**config.mk**
```make
export PLATFORM = sky130hd
export DESIGN_NAME = prv32_div_unit
export DESIGN_NICKNAME = d
export VERILOG_FILES = /design/src/rtl/prv32_div_unit.sv
export SDC_FILE = /design/constraint.sdc
export NUM_CORES = 1
export LEC_CHECK = 0
export ABC_AREA = 1
export CORE_MARGIN = 2
export CORE_UTILIZATION = 30
export DETAILED_ROUTE_END_ITERATION = 16
export GPL_TIMING_DRIVEN = 0
export PLACE_DENSITY_LB_ADDON = 0.25
export SETUP_SLACK_MARGIN = 0.05
export SLEW_MARGIN = 30
export SYNTH_ARGS = -nofsm -noshare
export SYNTH_HDL_FRONTEND = slang
export SYNTH_SLANG_ARGS = --single-unit
```
**constraint.sdc**
```tcl
create_clock -name clk_i -period 4.1 [get_ports clk_i]
set_clock_uncertainty 0.1 [all_clocks]
set_input_delay 0.615 -clock clk_i [delete_from_list [all_inputs] [get_ports clk_i]]
set_output_delay 0.615 -clock clk_i [all_outputs]
set_load 0.1 [all_outputs]
```
**src/rtl/prv32_div_unit.sv**
```systemverilog
// rtl/prv32_div_unit.sv - RV32M iterative restoring divider; optional last-result cache under PRV32_DIV_CACHE_EN
module prv32_div_unit (
    input  logic        clk_i,
    input  logic        rst_n_i,
    input  logic        start_i,
    input  logic [4:0]  alufn_i,
    input  logic [31:0] a_i,
    input  logic [31:0] b_i,
    input  logic        flush_i,
    output logic        stall_o,
    output logic        busy_o,
    output logic        done_o,
    output logic [31:0] result_o
);

    localparam logic [1:0] ST_IDLE = 2'd0;
    localparam logic [1:0] ST_CALC = 2'd1;
    localparam logic [1:0] ST_DONE = 2'd2;

    localparam logic [4:0] FN_DIV  = 5'b01100;
    localparam logic [4:0] FN_DIVU = 5'b10000;
    localparam logic [4:0] FN_REM  = 5'b10001;
    localparam logic [4:0] FN_REMU = 5'b10010;

    logic [1:0]  state_q, state_d;
    logic [4:0]  cnt_q, cnt_d;
    logic [31:0] rem_q, rem_d;
    logic [31:0] quo_q, quo_d;
    logic [31:0] dvs_q, dvs_d;
    logic        qneg_q, qneg_d;
    logic        rneg_q, rneg_d;
    logic        sel_rem_q, sel_rem_d;
    logic        busy_q, busy_d;
    logic        done_q, done_d;
    logic [31:0] result_q, result_d;

    logic        div_op, op_signed, op_rem;
    logic [31:0] abs_a, abs_b;
    logic [32:0] shift_rem, trial;
    logic [31:0] q_fix, r_fix;

`ifdef PRV32_DIV_CACHE_EN
    logic        cv_q, cv_d;
    logic [31:0] ca_q, ca_d, cb_q, cb_d;
    logic        cs_q, cs_d;
    logic [31:0] cq_q, cq_d, cr_q, cr_d;
    logic [31:0] opa_q, opa_d, opb_q, opb_d;
    logic        sgn_q, sgn_d;
    logic        hit;

    // A start hits when operands and signedness match the last completed divide
    always_comb begin
        hit = cv_q && (ca_q == a_i) && (cb_q == b_i) && (cs_q == op_signed);
    end
`endif

    // Decode the ALU code and form operand magnitudes (0x80000000 stays 2^31)
    always_comb begin
        div_op    = (alufn_i == FN_DIV) || (alufn_i == FN_DIVU) ||
                    (alufn_i == FN_REM) || (alufn_i == FN_REMU);
        op_signed = (alufn_i == FN_DIV) || (alufn_i == FN_REM);
        op_rem    = (alufn_i == FN_REM) || (alufn_i == FN_REMU);
        abs_a     = (op_signed && a_i[31]) ? (32'd0 - a_i) : a_i;
        abs_b     = (op_signed && b_i[31]) ? (32'd0 - b_i) : b_i;
    end

    // One restoring step: shift {rem,quo} left and trial-subtract the divisor
    always_comb begin
        shift_rem = {rem_q, quo_q[31]};
        trial     = shift_rem - {1'b0, dvs_q};
    end

    // Hold the pipeline while accepting and iterating; DONE lets EX/MEM capture
    assign stall_o = (start_i && div_op && (state_q == ST_IDLE)) || (state_q == ST_CALC);

    // Next-state, datapath and output register logic
    always_comb begin
        state_d   = state_q;
        cnt_d     = cnt_q;
        rem_d     = rem_q;
        quo_d     = quo_q;
        dvs_d     = dvs_q;
        qneg_d    = qneg_q;
        rneg_d    = rneg_q;
        sel_rem_d = sel_rem_q;
        result_d  = result_q;
`ifdef PRV32_DIV_CACHE_EN
        cv_d  = cv_q;
        ca_d  = ca_q;
        cb_d  = cb_q;
        cs_d  = cs_q;
        cq_d  = cq_q;
        cr_d  = cr_q;
        opa_d = opa_q;
        opb_d = opb_q;
        sgn_d = sgn_q;
`endif
        case (state_q)
            ST_IDLE: begin
                if (start_i && div_op) begin
                    sel_rem_d = op_rem;
                    qneg_d    = 1'b0;
                    rneg_d    = 1'b0;
                    if (b_i == 32'd0) begin
                        quo_d   = 32'hFFFF_FFFF;
                        rem_d   = a_i;
                        state_d = ST_DONE;
                    end else if (op_signed && (a_i == 32'h8000_0000) && (b_i == 32'hFFFF_FFFF)) begin
                        quo_d   = 32'h8000_0000;
                        rem_d   = 32'd0;
                        state_d = ST_DONE;
`ifdef PRV32_DIV_CACHE_EN
                    end else if (hit) begin
                        quo_d   = cq_q;
                        rem_d   = cr_q;
                        state_d = ST_DONE;
`endif
                    end else begin
                        quo_d   = abs_a;
                        rem_d   = 32'd0;
                        dvs_d   = abs_b;
                        qneg_d  = op_signed && (a_i[31] ^ b_i[31]);
                        rneg_d  = op_signed && a_i[31];
                        cnt_d   = 5'd31;
                        state_d = ST_CALC;
`ifdef PRV32_DIV_CACHE_EN
                        opa_d   = a_i;
                        opb_d   = b_i;
                        sgn_d   = op_signed;
`endif
                    end
                end
            end
            ST_CALC: begin
                if (!trial[32]) begin
                    rem_d = trial[31:0];
                    quo_d = {quo_q[30:0], 1'b1};
                end else begin
                    rem_d = shift_rem[31:0];
                    quo_d = {quo_q[30:0], 1'b0};
                end
                if (cnt_q == 5'd0) begin
                    state_d = ST_DONE;
                end else begin
                    cnt_d = cnt_q - 5'd1;
                end
            end
            default: state_d = ST_IDLE;
        endcase

        if (flush_i) begin
            state_d = ST_IDLE;
`ifdef PRV32_DIV_CACHE_EN
            cv_d = 1'b0;
`endif
        end

        q_fix  = qneg_d ? (32'd0 - quo_d) : quo_d;
        r_fix  = rneg_d ? (32'd0 - rem_d) : rem_d;
        busy_d = (state_d != ST_IDLE);
        done_d = (state_d == ST_DONE);
        if (state_d == ST_DONE) begin
            result_d = sel_rem_d ? r_fix : q_fix;
        end
`ifdef PRV32_DIV_CACHE_EN
        if ((state_q == ST_CALC) && (state_d == ST_DONE)) begin
            cv_d = 1'b1;
            ca_d = opa_q;
            cb_d = opb_q;
            cs_d = sgn_q;
            cq_d = q_fix;
            cr_d = r_fix;
        end
`endif
    end

    // State and datapath registers, cleared asynchronously
    always_ff @(posedge clk_i or negedge rst_n_i) begin
        if (!rst_n_i) begin
            state_q   <= ST_IDLE;
            cnt_q     <= 5'd0;
            rem_q     <= 32'd0;
            quo_q     <= 32'd0;
            dvs_q     <= 32'd0;
            qneg_q    <= 1'b0;
            rneg_q    <= 1'b0;
            sel_rem_q <= 1'b0;
            busy_q    <= 1'b0;
            done_q    <= 1'b0;
            result_q  <= 32'd0;
`ifdef PRV32_DIV_CACHE_EN
            cv_q  <= 1'b0;
            ca_q  <= 32'd0;
            cb_q  <= 32'd0;
            cs_q  <= 1'b0;
            cq_q  <= 32'd0;
            cr_q  <= 32'd0;
            opa_q <= 32'd0;
            opb_q <= 32'd0;
            sgn_q <= 1'b0;
`endif
        end else begin
            state_q   <= state_d;
            cnt_q     <= cnt_d;
            rem_q     <= rem_d;
            quo_q     <= quo_d;
            dvs_q     <= dvs_d;
            qneg_q    <= qneg_d;
            rneg_q    <= rneg_d;
            sel_rem_q <= sel_rem_d;
            busy_q    <= busy_d;
            done_q    <= done_d;
            result_q  <= result_d;
`ifdef PRV32_DIV_CACHE_EN
            cv_q  <= cv_d;
            ca_q  <= ca_d;
            cb_q  <= cb_d;
            cs_q  <= cs_d;
            cq_q  <= cq_d;
            cr_q  <= cr_d;
            opa_q <= opa_d;
            opb_q <= opb_d;
            sgn_q <= sgn_d;
`endif
        end
    end

    assign busy_o   = busy_q;
    assign done_o   = done_q;
    assign result_o = result_q;

endmodule

```
==> metrics.md <==
| Metric | Value |
|---|---|
| Max stage delay cell, worst path | `sky130_fd_sc_hd__o21ai_0` |
| Overall via count from detail_route | `16,700` |
| Worst min-delay path class | `in2async` |
| Total congestion overflow | `0` |
| Standard cell area after detailed placement | `16,200 um2` |
| X dimension of the die | `223 um` |
| Combinational fraction of design power | `66.2%` |
| Post-synthesis cell type count | `51` |
| Final number of setup-violating endpoints | `0` |
| Synthesized flop and latch total | `140` |
| Post-synthesis sequential area ratio | `24.4%` |
| Height of the die | `223 um` |
| TritonCTS clock tree | `done` |
| Worst slew pin tran | `981 ps` |
| Critical path data required time | `4390 ps` |
| Largest net degree at the start of global routing | `79` |
| Final Non-Filler Cells | `3,223` |
| Via count of the first global-routing pass | `15,800` |
| Post-layout total power | `11.3 mW` |
| Clock latency of the later-clocked register in the worst-skew pair | `460 ps` |
| Largest stage delay on the critical path | `650 ps` |
| Total power divided by cell area | `637 nW/um2` |
| Commonest cells after routing, fill and taps aside | `sky130_fd_sc_hd__nand2_1, sky130_fd_sc_hd__nor2_1, sky130_fd_sc_hd__inv_1, sky130_fd_sc_hd__nand3_1, sky130_fd_sc_hd__dfrtp_1` |
| Area Growth Syn to Fin | `23.4%` |
| Count of max-cap constraint violations | `0` |
| Fill cell total of the finished layout | `5,223` |
| Asr flop ratio synth | `100%` |
| Average instance area after synthesis | `5.88 um2` |
| Minimum clock period after layout | `3940 ps` |
| Post-synthesis instance area | `14,300 um2` |
| Violations in the final reports | `negative hold slack` |
| Iteration-0 DRC count of the detailed router | `1,642` |
| First element of the critical path | `alufn_i[1]` |
| Leading cell type in the layout, fill and taps excluded | `sky130_fd_sc_hd__nand2_1` |
| Power spent charging and discharging nets | `5.95 mW` |
| Aggregate negative setup slack | `0 ps` |
| Worst-path cell chain | `clkdlybuf4s50_1 > nor2_1 > nand2_1 > nand2_4 > nand2_2 > inv_2 > buf_4 > clkbuf_4 > o21ai_0 > o21ai_2 > buf_4 > buf_4 > nand2_2 > nand2_1 > o21ai_0 > nand3_1 > nand2_1` |
| Sequential Power Share | `18.4%` |
| CORE AREA | `47,400 um2` |
| TritonCTS buffer count | `17` |
| Relative contribution of the clock network to total power | `15.4%` |
| Clock tree sinks | `140` |
| Wire length of the first global-routing pass | `92.9 mm` |
| Standard-cell row count | `80` |
| Unrepaired setup endpoints after global routing | `true` |
| Placer Congestion | `0.986` |
| Antenna violations before repair | `0` |
| Final count of pins violating max slew | `0` |
| Total number of yosys warnings | `0` |
| Clk pin slew, worst setup/hold paths | `70 ps` |
| ANT nets after route | `0` |
| Peak fanout along the critical path | `10` |
| CP Launch Type | `input pin` |
| Total number of H-tree levels | `4` |
| Synthesized netlist cell count | `2,438` |
| Post-Synthesis Net Count | `2,550` |
| Bufs on Longest Clock Path | `2` |
| Cell-internal power | `5.32 mW` |
| Routed vias/inst | `5.18` |
| Detailed placement HPWL | `50.0 mm` |
| Number of hold-slack violations in the final timing report | `1` |
| Leakage power | `9.00 nW` |
| Proportion of layout cells with a drive suffix above 1 | `13.0%` |
| Layout Cell Area excl Fill | `17,700 um2` |
| Type of the worst setup path | `in2reg` |
| Total Die Area | `49,600 um2` |
| Initial Util | `30.2%` |
| Count of boundary I/O pins | `108` |
| Switching part of the total | `52.8%` |
| Overall routing resource usage | `24.8%` |
| DRC violation count after routing | `0` |
| Post-synth top flop | `sky130_fd_sc_hd__dfrtp_1` |
| Share of the cycle needed by the critical path after routing | `96.1%` |
| Critical path arrival | `4230 ps` |
| DRT Wirelength | `61.8 mm` |
| Register-to-Register Setup Slack | `170 ps` |
| Hold WS | `-1.29 ps` |
| # port buffers | `106` |
| Max-Slew Margin vs Limit | `34.4%` |
| Worst-case vdd ir drop | `0.315 mV` |
| Minimum setup slack after placement | `-1090 ps` |
| Endpoint type of the worst setup path | `flop` |
| CTS root buf | `sky130_fd_sc_hd__clkbuf_16` |
| TritonRoute pass-1 iters | `7` |
| Status | `finished with violations` |
| Per-cell routed wire length | `19.2 um` |
| Timing-limited maximum frequency | `254 MHz` |
| Total Nets Final | `2,706` |
| Number of enable flip-flop cells after synthesis | `0` |
| Number of placed instances with taps included | `3,160` |
| Final WS setup | `159 ps` |
| Launch point of the worst reg-to-reg path | `quo_q[31]$_DFF_PN0_` |
-- metal layers --
metal,global-route usage [%],routed length (um)
met5,0,0
met4,9.09,2050
met3,3.90,4530
met2,39.8,27900
met1,33.7,27300
-- power by group through the flow --
stage	combinational, mW	clock, mW	sequential, mW
final	7.46	1.74	2.07
after global routing	8.33	1.81	2.10
after CTS	7.00	1.76	2.04
after detailed placement	6.83	0	2.06
after global placement	6.76	0	2.05
after floorplan	4.95	0	2.04
-- sequential cells by signal, summed over array words and instances, names as in the netlist, 2 cells and up --
| register | cells |
|---|---|
| result_o | 32 |
| quo_q | 32 |
| cnt_q | 5 |
| rem_q | 32 |
| dvs_q | 32 |
| state_q | 2 |
-- worst paths after layout --
check | endpoint | depth (start not counted)
setup / recovery | result_o[11]$_DFFE_PN0P_ | 17
hold / removal | quo_q[9]$_DFF_PN0_ | 1
setup reg to reg | result_o[20]$_DFFE_PN0P_ | 28
hold reg to reg | dvs_q[29]$_DFFE_PN0P_ | 2
max in group asynchronous | rem_q[18]$_DFF_PN0_ | 2
min in group clk_i | dvs_q[29]$_DFFE_PN0P_ | 2
-- layout make-up --
cell class / count / area, um2 / area share (%)
repair buffers: 137 / 1370 / 7.74
clock buffers: 19 / 453 / 2.56
plain buffers: 71 / 395 / 2.23
diodes: 1 / 2.50 / 0.0141
clock inverters: 13 / 189 / 1.07
well taps: 615 / 769 / 4.35
flip-flops and latches: 140 / 3510 / 19.8
inverters: 342 / 1300 / 7.32
multi-input cells: 1885 / 9720 / 54.9
-- metrics by stage --
stage,hold WS [ps],utilization (%)
3_5_place_dp,377,34.2
4_1_cts,13.0,35.9
3_3_place_gp,368,34.1
5_1_grt,33.2,37.3
6_report,-1.29,37.3
2_1_floorplan,219,-
-- cell usage after synthesis (2+ instances only) --
library cell	number	area [um2]
sky130_fd_sc_hd__a211oi_1	2	15.0
sky130_fd_sc_hd__a21o_1	2	15.0
sky130_fd_sc_hd__a21oi_1	97	485
sky130_fd_sc_hd__a21oi_2	3	26.3
sky130_fd_sc_hd__a22oi_1	8	60.1
sky130_fd_sc_hd__a31oi_1	14	87.6
sky130_fd_sc_hd__buf_1	5	18.8
sky130_fd_sc_hd__buf_2	25	125
sky130_fd_sc_hd__buf_4	4	30.0
sky130_fd_sc_hd__buf_6	5	56.3
sky130_fd_sc_hd__clkbuf_1	30	113
sky130_fd_sc_hd__dfrtp_1	140	3500
sky130_fd_sc_hd__ha_1	38	475
sky130_fd_sc_hd__inv_1	330	1240
sky130_fd_sc_hd__inv_2	10	37.5
sky130_fd_sc_hd__nand2_1	788	2960
sky130_fd_sc_hd__nand2_2	35	219
sky130_fd_sc_hd__nand2_4	8	90.1
sky130_fd_sc_hd__nand3_1	208	1040
sky130_fd_sc_hd__nand3_2	38	380
sky130_fd_sc_hd__nand3b_1	18	135
sky130_fd_sc_hd__nand4_1	33	206
sky130_fd_sc_hd__nor2_1	339	1270
sky130_fd_sc_hd__nor2_2	13	81.3
sky130_fd_sc_hd__nor2_4	9	101
sky130_fd_sc_hd__nor3_1	12	60.1
sky130_fd_sc_hd__nor4_1	2	12.5
sky130_fd_sc_hd__o211ai_1	7	52.6
sky130_fd_sc_hd__o21ai_0	102	510
sky130_fd_sc_hd__o21ai_1	8	40.0
sky130_fd_sc_hd__o21bai_1	8	60.1
sky130_fd_sc_hd__o21bai_2	2	22.5
sky130_fd_sc_hd__o22ai_1	24	150
sky130_fd_sc_hd__or2_2	3	18.8
sky130_fd_sc_hd__xnor2_1	17	149
sky130_fd_sc_hd__xor2_1	36	315
-- what timing repair did --
item                                    4_1_cts  5_1_grt
hold buffers                                  0        0
setup buffers                                 9       21
pin swaps                                    12       17
resized for setup                            45      126
endpoints found under the setup margin       31       29
-- worst max-delay path: cells and delay by family --
kind / cells / cell delay [ps]
simple gates: 8 / 970
buf+inv: 6 / 1340
compound gates: 3 / 1290
-- logic make-up after synthesis --
logic type	Yosys count	share of synthesized area, %
adders and majority gates	39	3.45
DFF	140	24.4
and+or+nand+nor	1510	46.2
AOI/OAI and AO/OA	283	11.1
xor gates and xnor gates	53	3.24
buffers and inverters	413	11.6
(Power assumes the default switching activity.)
